==> src/rtl/proj_operand_pkg.sv <==
// Shared operand2 definitions: select codes, opcode fields
// and the buffered issue entry.
package proj_operand_pkg;

    localparam logic [3:0] IS_IMM22_HI  = 4'b0000;
    localparam logic [3:0] IS_DISP22_SX = 4'b0100;
    localparam logic [3:0] IS_REG       = 4'b1000;
    localparam logic [3:0] IS_SIMM13_SX = 4'b1001;
    localparam logic [3:0] IS_SHCNT_REG = 4'b1010;
    localparam logic [3:0] IS_SHCNT_IMM = 4'b1011;

    localparam logic [1:0] OP_FMT2 = 2'b00;
    localparam logic [1:0] OP_CALL = 2'b01;

    localparam logic [2:0] OP2_SETHI = 3'b100;

    localparam logic [5:0] OP3_SLL = 6'b100101;
    localparam logic [5:0] OP3_SRL = 6'b100110;
    localparam logic [5:0] OP3_SRA = 6'b100111;

    // wt: rs2 producer still in flight, entry not issuable yet
    typedef struct packed {
        logic [3:0]  is;
        logic [21:0] imm;
        logic [31:0] r;
        logic        n2_used;
        logic        wt;
    } entry_t;

endpackage

==> src/rtl/operand2_decode.sv <==
// Combinational operand2 classifier: maps an instruction word
// to its select code, use flag and register-sourced flag.
module operand2_decode
    import proj_operand_pkg::*;
(
    input  logic [31:0] instr,
    output logic [3:0]  is,
    output logic        n2_used,
    output logic        reg_sourced
);

    logic [1:0] op;
    logic [2:0] op2;
    logic [5:0] op3;
    logic       imm_i;
    logic       shift;
    logic       unused_ok;

    assign op    = instr[31:30];
    assign op2   = instr[24:22];
    assign op3   = instr[24:19];
    assign imm_i = instr[13];
    assign shift = (op3 == OP3_SLL) || (op3 == OP3_SRL)
                || (op3 == OP3_SRA);

    // rd, rs1 and the low operand bits do not affect the class
    assign unused_ok = ^{instr[29:25], instr[18:14], instr[12:0]};

    // One-hot class select; CALL is never register-sourced
    always_comb begin
        is          = IS_IMM22_HI;
        n2_used     = 1'b1;
        reg_sourced = 1'b0;
        unique case (1'b1)
            (op == OP_FMT2) && (op2 == OP2_SETHI): begin
                is = IS_IMM22_HI;
            end
            (op == OP_FMT2) && (op2 != OP2_SETHI): begin
                is = IS_DISP22_SX;
            end
            (op == OP_CALL): begin
                is      = IS_REG;
                n2_used = 1'b0;
            end
            op[1] && shift: begin
                is          = imm_i ? IS_SHCNT_IMM : IS_SHCNT_REG;
                reg_sourced = !imm_i;
            end
            op[1] && !shift: begin
                is          = imm_i ? IS_SIMM13_SX : IS_REG;
                reg_sourced = !imm_i;
            end
            default: begin
                is = IS_IMM22_HI;
            end
        endcase
    end

endmodule

==> src/rtl/operand2_issue_ctrl.sv <==
// Operand2 issue control: 2-entry skid buffer between decode
// and EX with rs2 wait/forward handling and a stall counter.
module operand2_issue_ctrl
    import proj_operand_pkg::*;
#(
    parameter int CNT_W = 16
) (
    input  logic             clk,
    input  logic             rst_n,
    input  logic             flush,
    input  logic             id_valid,
    output logic             id_ready,
    input  logic [31:0]      id_instr,
    input  logic [31:0]      id_rs2_val,
    input  logic             rs2_pending,
    input  logic             fwd_valid,
    input  logic [31:0]      fwd_data,
    output logic             ex_valid,
    input  logic             ex_ready,
    output logic [3:0]       ex_is,
    output logic [21:0]      ex_imm,
    output logic [31:0]      ex_r,
    output logic             ex_n2_used,
    output logic [CNT_W-1:0] stall_cnt
);

    entry_t     ent0;
    entry_t     ent1;
    entry_t     n0;
    entry_t     n1;
    entry_t     new_ent;
    logic [1:0] count;
    logic [1:0] n_count;

    logic [3:0] dec_is;
    logic       dec_n2;
    logic       dec_reg;

    logic       any_wait;
    logic       head_wait;
    logic       acc;
    logic       pop;

    operand2_decode u_dec (
        .instr       (id_instr),
        .is          (dec_is),
        .n2_used     (dec_n2),
        .reg_sourced (dec_reg)
    );

    assign head_wait = (count != 2'd0) && ent0.wt;
    assign any_wait  = head_wait || ((count == 2'd2) && ent1.wt);

    // Registered-state only: no combinational path from ex_ready
    assign id_ready = rst_n && (count != 2'd2) && !any_wait;
    assign ex_valid = (count != 2'd0) && !ent0.wt;

    assign acc = id_valid && id_ready && !flush;
    assign pop = ex_valid && ex_ready;

    assign ex_is      = ent0.is;
    assign ex_imm     = ent0.imm;
    assign ex_r       = ent0.r;
    assign ex_n2_used = ent0.n2_used;

    // Build the incoming entry; same-cycle forward beats the wait
    always_comb begin
        new_ent         = '0;
        new_ent.is      = dec_is;
        new_ent.imm     = id_instr[21:0];
        new_ent.n2_used = dec_n2;
        if (dec_reg) begin
            if (rs2_pending && fwd_valid) begin
                new_ent.r = fwd_data;
            end else begin
                new_ent.r  = id_rs2_val;
                new_ent.wt = rs2_pending;
            end
        end
    end

    // Next buffer state: forward, then pop, then push, flush last
    always_comb begin
        n0      = ent0;
        n1      = ent1;
        n_count = count;
        if (fwd_valid) begin
            if (head_wait) begin
                n0.r  = fwd_data;
                n0.wt = 1'b0;
            end
            if ((count == 2'd2) && ent1.wt) begin
                n1.r  = fwd_data;
                n1.wt = 1'b0;
            end
        end
        if (pop) begin
            n0      = n1;
            n_count = count - 2'd1;
        end
        if (acc) begin
            if (n_count == 2'd0) begin
                n0 = new_ent;
            end else begin
                n1 = new_ent;
            end
            n_count = n_count + 2'd1;
        end
        if (flush) begin
            n_count = 2'd0;
            n0.wt   = 1'b0;
            n1.wt   = 1'b0;
        end
    end

    // Buffer registers with synchronous reset
    always_ff @(posedge clk) begin
        if (!rst_n) begin
            ent0  <= '0;
            ent1  <= '0;
            count <= 2'd0;
        end else begin
            ent0  <= n0;
            ent1  <= n1;
            count <= n_count;
        end
    end

    // Saturating count of cycles the head spends waiting
    always_ff @(posedge clk) begin
        if (!rst_n) begin
            stall_cnt <= '0;
        end else if (head_wait && (stall_cnt != '1)) begin
            stall_cnt <= stall_cnt + CNT_W'(1);
        end
    end

endmodule

==> config.mk <==
export PLATFORM = sky130hd
export DESIGN_NAME = operand2_issue_ctrl
export DESIGN_NICKNAME = d
export VERILOG_FILES = /design/src/rtl/proj_operand_pkg.sv /design/src/rtl/operand2_decode.sv /design/src/rtl/operand2_issue_ctrl.sv
export SDC_FILE = /design/constraint.sdc
export NUM_CORES = 1
export LEC_CHECK = 0
export BUFFER_PORTS_ARGS = -buffer_cell sky130_fd_sc_hd__buf_2
export CAP_MARGIN = 20
export CORE_MARGIN = 8
export CORE_UTILIZATION = 45
export CTS_BUF_LIST = sky130_fd_sc_hd__clkbuf_16
export CTS_CLUSTER_SIZE = 20
export DETAILED_ROUTE_END_ITERATION = 16
export MAX_ROUTING_LAYER = met4
export PLACE_DENSITY = 0.83
export SKIP_CTS_REPAIR_TIMING = 1
export SYNTH_ARGS = -nofsm -noshare
export SYNTH_HDL_FRONTEND = slang
export SYNTH_HIERARCHICAL = 1
export SYNTH_SLANG_ARGS = --single-unit
==> constraint.sdc <==
create_clock -name clk -period 2.6 [get_ports clk]
set_input_delay 0.52 -clock clk [delete_from_list [all_inputs] [get_ports clk]]
set_output_delay 0.52 -clock clk [all_outputs]
set_load 0.01 [all_outputs]
==> results.md <==
* Status: complete, no violations
* F_max at between 0.4 and 0.5 GHz
* Clock slew at reported path FFs at approximately 0.060 ns
* Most Frequent Cell on Critical Path: ha_1
* Number of antenna-violating nets in the routed design at 0
* Latest clock arrival within the worst-skew pair at 0.42 ns
* Starting density of the core at a little under half
* Kind of end point of the critical path: flip-flop
* Switching power share of the total at between 20% and 30%
* Crit Path Class: flip-flop to flip-flop
* Total buffers and inverters traversed by the critical path at 2
* Height of the die at 147.1 um
* Num CTS Buffers at 17
* Synth Net Count at 990
* Async set-or-reset flop fraction in the synthesized netlist at 0%
* CTS H-tree lvls at 4
* Most frequent standard cell in the layout excluding fill and tap cells: buf_2
* Number of enable flip-flop cells after synthesis at 0
* Clock tree skew after final layout at 0.007791 ns
* Maximum resistive drop on vdd at 441.6 uV
* Count of mapped cells out of synthesis at about 880
* Sw power at ~1400 uW
* Number of design rule violations left after detail routing at 0
* Number of hold violations in the final report at 0
* Post-synth top flop: dfxtp_1
* # placed instances at 1175
* Hold wc startpoint: id_instr[17]
* First-pass iteration count of the detailed router at 5
* Launch point of the worst reg-to-reg path: count[0]
* Unrepaired setup endpoints after global routing: false
* Reg-to-reg endpoint: ex_r[2]
* Rows at 48
* Clock tree from TritonCTS: yes
* Maximum number of pins on one net before global-route repair at between 150 and 200
* Data arrival time of the critical path at 2.75 ns
* Total power after layout at 5184 uW
* Number of clock sinks at 138
* Fraction of power consumed by combinational cells at 11.5%
* Yosys cell types at 46
* Area share of xor/xnor cells in the synthesized design at 0.2266%
* Element type at the critical path start: flip-flop
* Via-to-Cell Ratio at between 5 and 6
* Wire length of the first global-routing pass at around 32 mm
* Adder-cell share of the synthesized area at 0.6476%
* Share of cell area taken by muxes after synthesis at 20.66%
* Post-synthesis instance area at 7729 um^2
* Warning count from the yosys run at 6
* Top fanout value on the critical path at 22
* Required arrival time at the worst endpoint at 2.95 ns
* Buffers on Ports at 174
* Static leakage at 0.004262 uW
* Grt total ovfl at 0
* Half-perimeter wire length after detailed placement at 13.36 mm
* Pins over their slew limit at 0
* Fraction of final layout cells with drive strength greater than 1 at 33.71%
* Share of the synthesized area in compound gates (AO/OA/AOI/OAI) at 15.40%
* Total I/O pin count at 180
* Maximum Capacitance Violations at 0
* Headroom to the max-slew limit at ~50%
* Post-layout min period at about 2.4 ns
* Clock Tree Buf Depth at 2
* GRT Util Overall at a little under a fifth
* Total Negative Setup Slacks at 0 ns
* Worst stage delay on the critical path at 0.38 ns
* Standard cell with the maximum stage delay on the critical path: mux2_2
* Final-layout worst hold slack at 0.3686 ns
* Initial DRC count at ~340
* Clock Tree Root: clkbuf_16
* Antenna violations before repair at 3
* Hold path endpoint: ent1[51]
* Worst R2R Path Depth at 9
* Fraction of power consumed by the clock network at roughly 46%
* Via count of the first global-routing pass at 6592
* Combinational family with the most area after synthesis: multiplexers
* R2r setup slk at approximately 0.20 ns
* Total die area at around 22000 um^2
* Area growth from synthesis to layout at 15.65%
* Flop pwr share at 42.6%
* Gate family responsible for the most delay along the worst path: simple AND/OR/NAND/NOR gates
* Top library cells by usage in the layout, fill and taps aside: buf_2 (173), dfxtp_1 (138), nand2_1 (124)
* RePlAce Congestion at about 0.8
* Aggregate routed wire length at approximately 20 mm
* Worst hold path class: input pin to flip-flop
* Fraction of the cycle the final worst path needs at 92.16%
* Share of synthesized cell area in and, or, nand and nor gates at 16.87%
* Number of synthesized register bits at ~140
* Horizontal extent of the die at between 100 and 150 um
* Post-detailed-route wirelength per cell at 16.34 um
* Layout filler cell count at 1583
* Vias at about 6600
* Cell Pwr Density at around 580 nW/um^2
* Internal power at 3795 uW
* Core area at 17060 um^2
* Transition at the pin with the smallest max-transition slack at 0.7432 ns
* Count of final setup violators at 0
* Worst hold stages at 3
* CP Cell Sequence: inv_1 -> ha_1 -> nor3b_4 -> mux2_2 -> ha_1 -> nand4_1 -> buf_4 -> o221ai_1 -> a21oi_1
* Register area share after synthesis at 35.75%
* Final net count at 1076
* Mean post-synth cell area at 8.753 um^2
* Non-Filler Instances at 1210
routing by layer:
metal,part of all wire (%),vias to the layer above,track usage (%)
li1,-,3264,-
met1,45,3080,21.88
met2,48,220,29.11
met3,6.3,20,5.014
met4,1.3,0,5.609
met5,0,-,-
cell usage after synthesis (2+ instances only):
| cell | number | area [um^2] |
|---|---|---|
| nand4_1 | 10 | 62.56 |
| buf_2 | 10 | 50.05 |
| buf_6 | 8 | 90.09 |
| or2_1 | 2 | 12.51 |
| nor4_1 | 2 | 12.51 |
| o21ai_0 | 70 | 350.3 |
| nand2_1 | 124 | 465.5 |
| buf_1 | 5 | 18.77 |
| o221ai_1 | 32 | 280.3 |
| a21oi_1 | 40 | 200.2 |
| o211ai_1 | 2 | 15.01 |
| o31ai_1 | 2 | 15.01 |
| dfxtp_1 | 138 | 2763 |
| mux2_2 | 60 | 675.7 |
| ha_1 | 4 | 50.05 |
| or3_1 | 3 | 18.77 |
| or2_2 | 35 | 219.0 |
| buf_4 | 59 | 442.9 |
| nor2_1 | 13 | 48.80 |
| mux2i_1 | 92 | 920.9 |
| inv_1 | 9 | 33.78 |
| nand2b_1 | 4 | 25.02 |
| and3_1 | 35 | 219.0 |
| nor3_1 | 6 | 30.03 |
| nand3_1 | 12 | 60.06 |
| nor2b_1 | 4 | 25.02 |
| a211oi_1 | 2 | 15.01 |
| nand4b_1 | 3 | 26.28 |
| clkbuf_1 | 46 | 172.7 |
| xnor2_1 | 2 | 17.52 |
| a31oi_1 | 3 | 18.77 |
| a21boi_0 | 32 | 240.2 |
cells by family after synthesis:
logic type,count (synthesis)
compound gates,189
buf+inv,137
fa+ha+maj,4
flops,138
mux,152
xor+xnor,2
simple gates,261
state kept, by name (all words and copies together), names as in the netlist:
signal and count:
count 2, ent0 1, ent1 60, ex_imm 22, ex_is 4, ex_n2_used 1
ex_r 32, stall_cnt 16
worst reg2reg max path: cells and delay by family (launching register included):
kind | cells | cell delay [ns]
adder cells (fa/ha/maj) | 2 | 0.44
buffers and inverters | 2 | 0.36
AO/OA/AOI/OAI | 2 | 0.32
multiplexers | 1 | 0.38
AND/OR/NAND/NOR | 2 | 0.47
flip-flops | 1 | 0.37
area by class of cell:
type / count / area (um^2) / share of cell area, %
inverters: 9 / 33.78 / 0.3779
diodes: 3 / 7.507 / 0.08399
clock buffers: 17 / 425.4 / 4.759
flip-flops and latches: 138 / 2763 / 30.91
well taps: 225 / 281.5 / 3.149
clock inverters: 15 / 156.4 / 1.750
repair buffers: 195 / 1094 / 12.23
multi-input cells: 608 / 4178 / 46.74
how the worst max path moves through the flow:
stage | start | to | slack, ns | cells past startpoint
2_1_floorplan | count[0] | ex_r[2] | -0.005 | 11
3_3_place_gp | count[0] | ex_r[3] | 0.26 | 9
3_5_place_dp | count[0] | ex_r[2] | 0.22 | 9
4_1_cts | count[0] | ex_r[2] | 0.20 | 9
5_1_grt | count[0] | ex_r[5] | 0.01 | 9
6_report | count[0] | ex_r[2] | 0.20 | 9
metrics by stage:
stage / utilization [%] / cell area [um^2] / setup slack (ns)
CTS: 52.36 / 8931 / 0.1976
finish: 52.41 / 8939 / 0.2038
detailed placement: 48.95 / 8349 / 0.2212
global route: 52.41 / 8939 / 0.01471
global placement: 48.95 / 8349 / 0.2588
floorplan: - / 7729 / -0.004871
power by group through the flow:
stage	logic, uW	clock network, uW	registers (uW)
6_report	598	2380	2210
5_1_grt	654	2520	2220
4_1_cts	598	2430	2210
3_5_place_dp	596	0	2260
3_3_place_gp	584	0	2260
2_1_floorplan	435	0	2250
(Power assumes the default switching activity.)
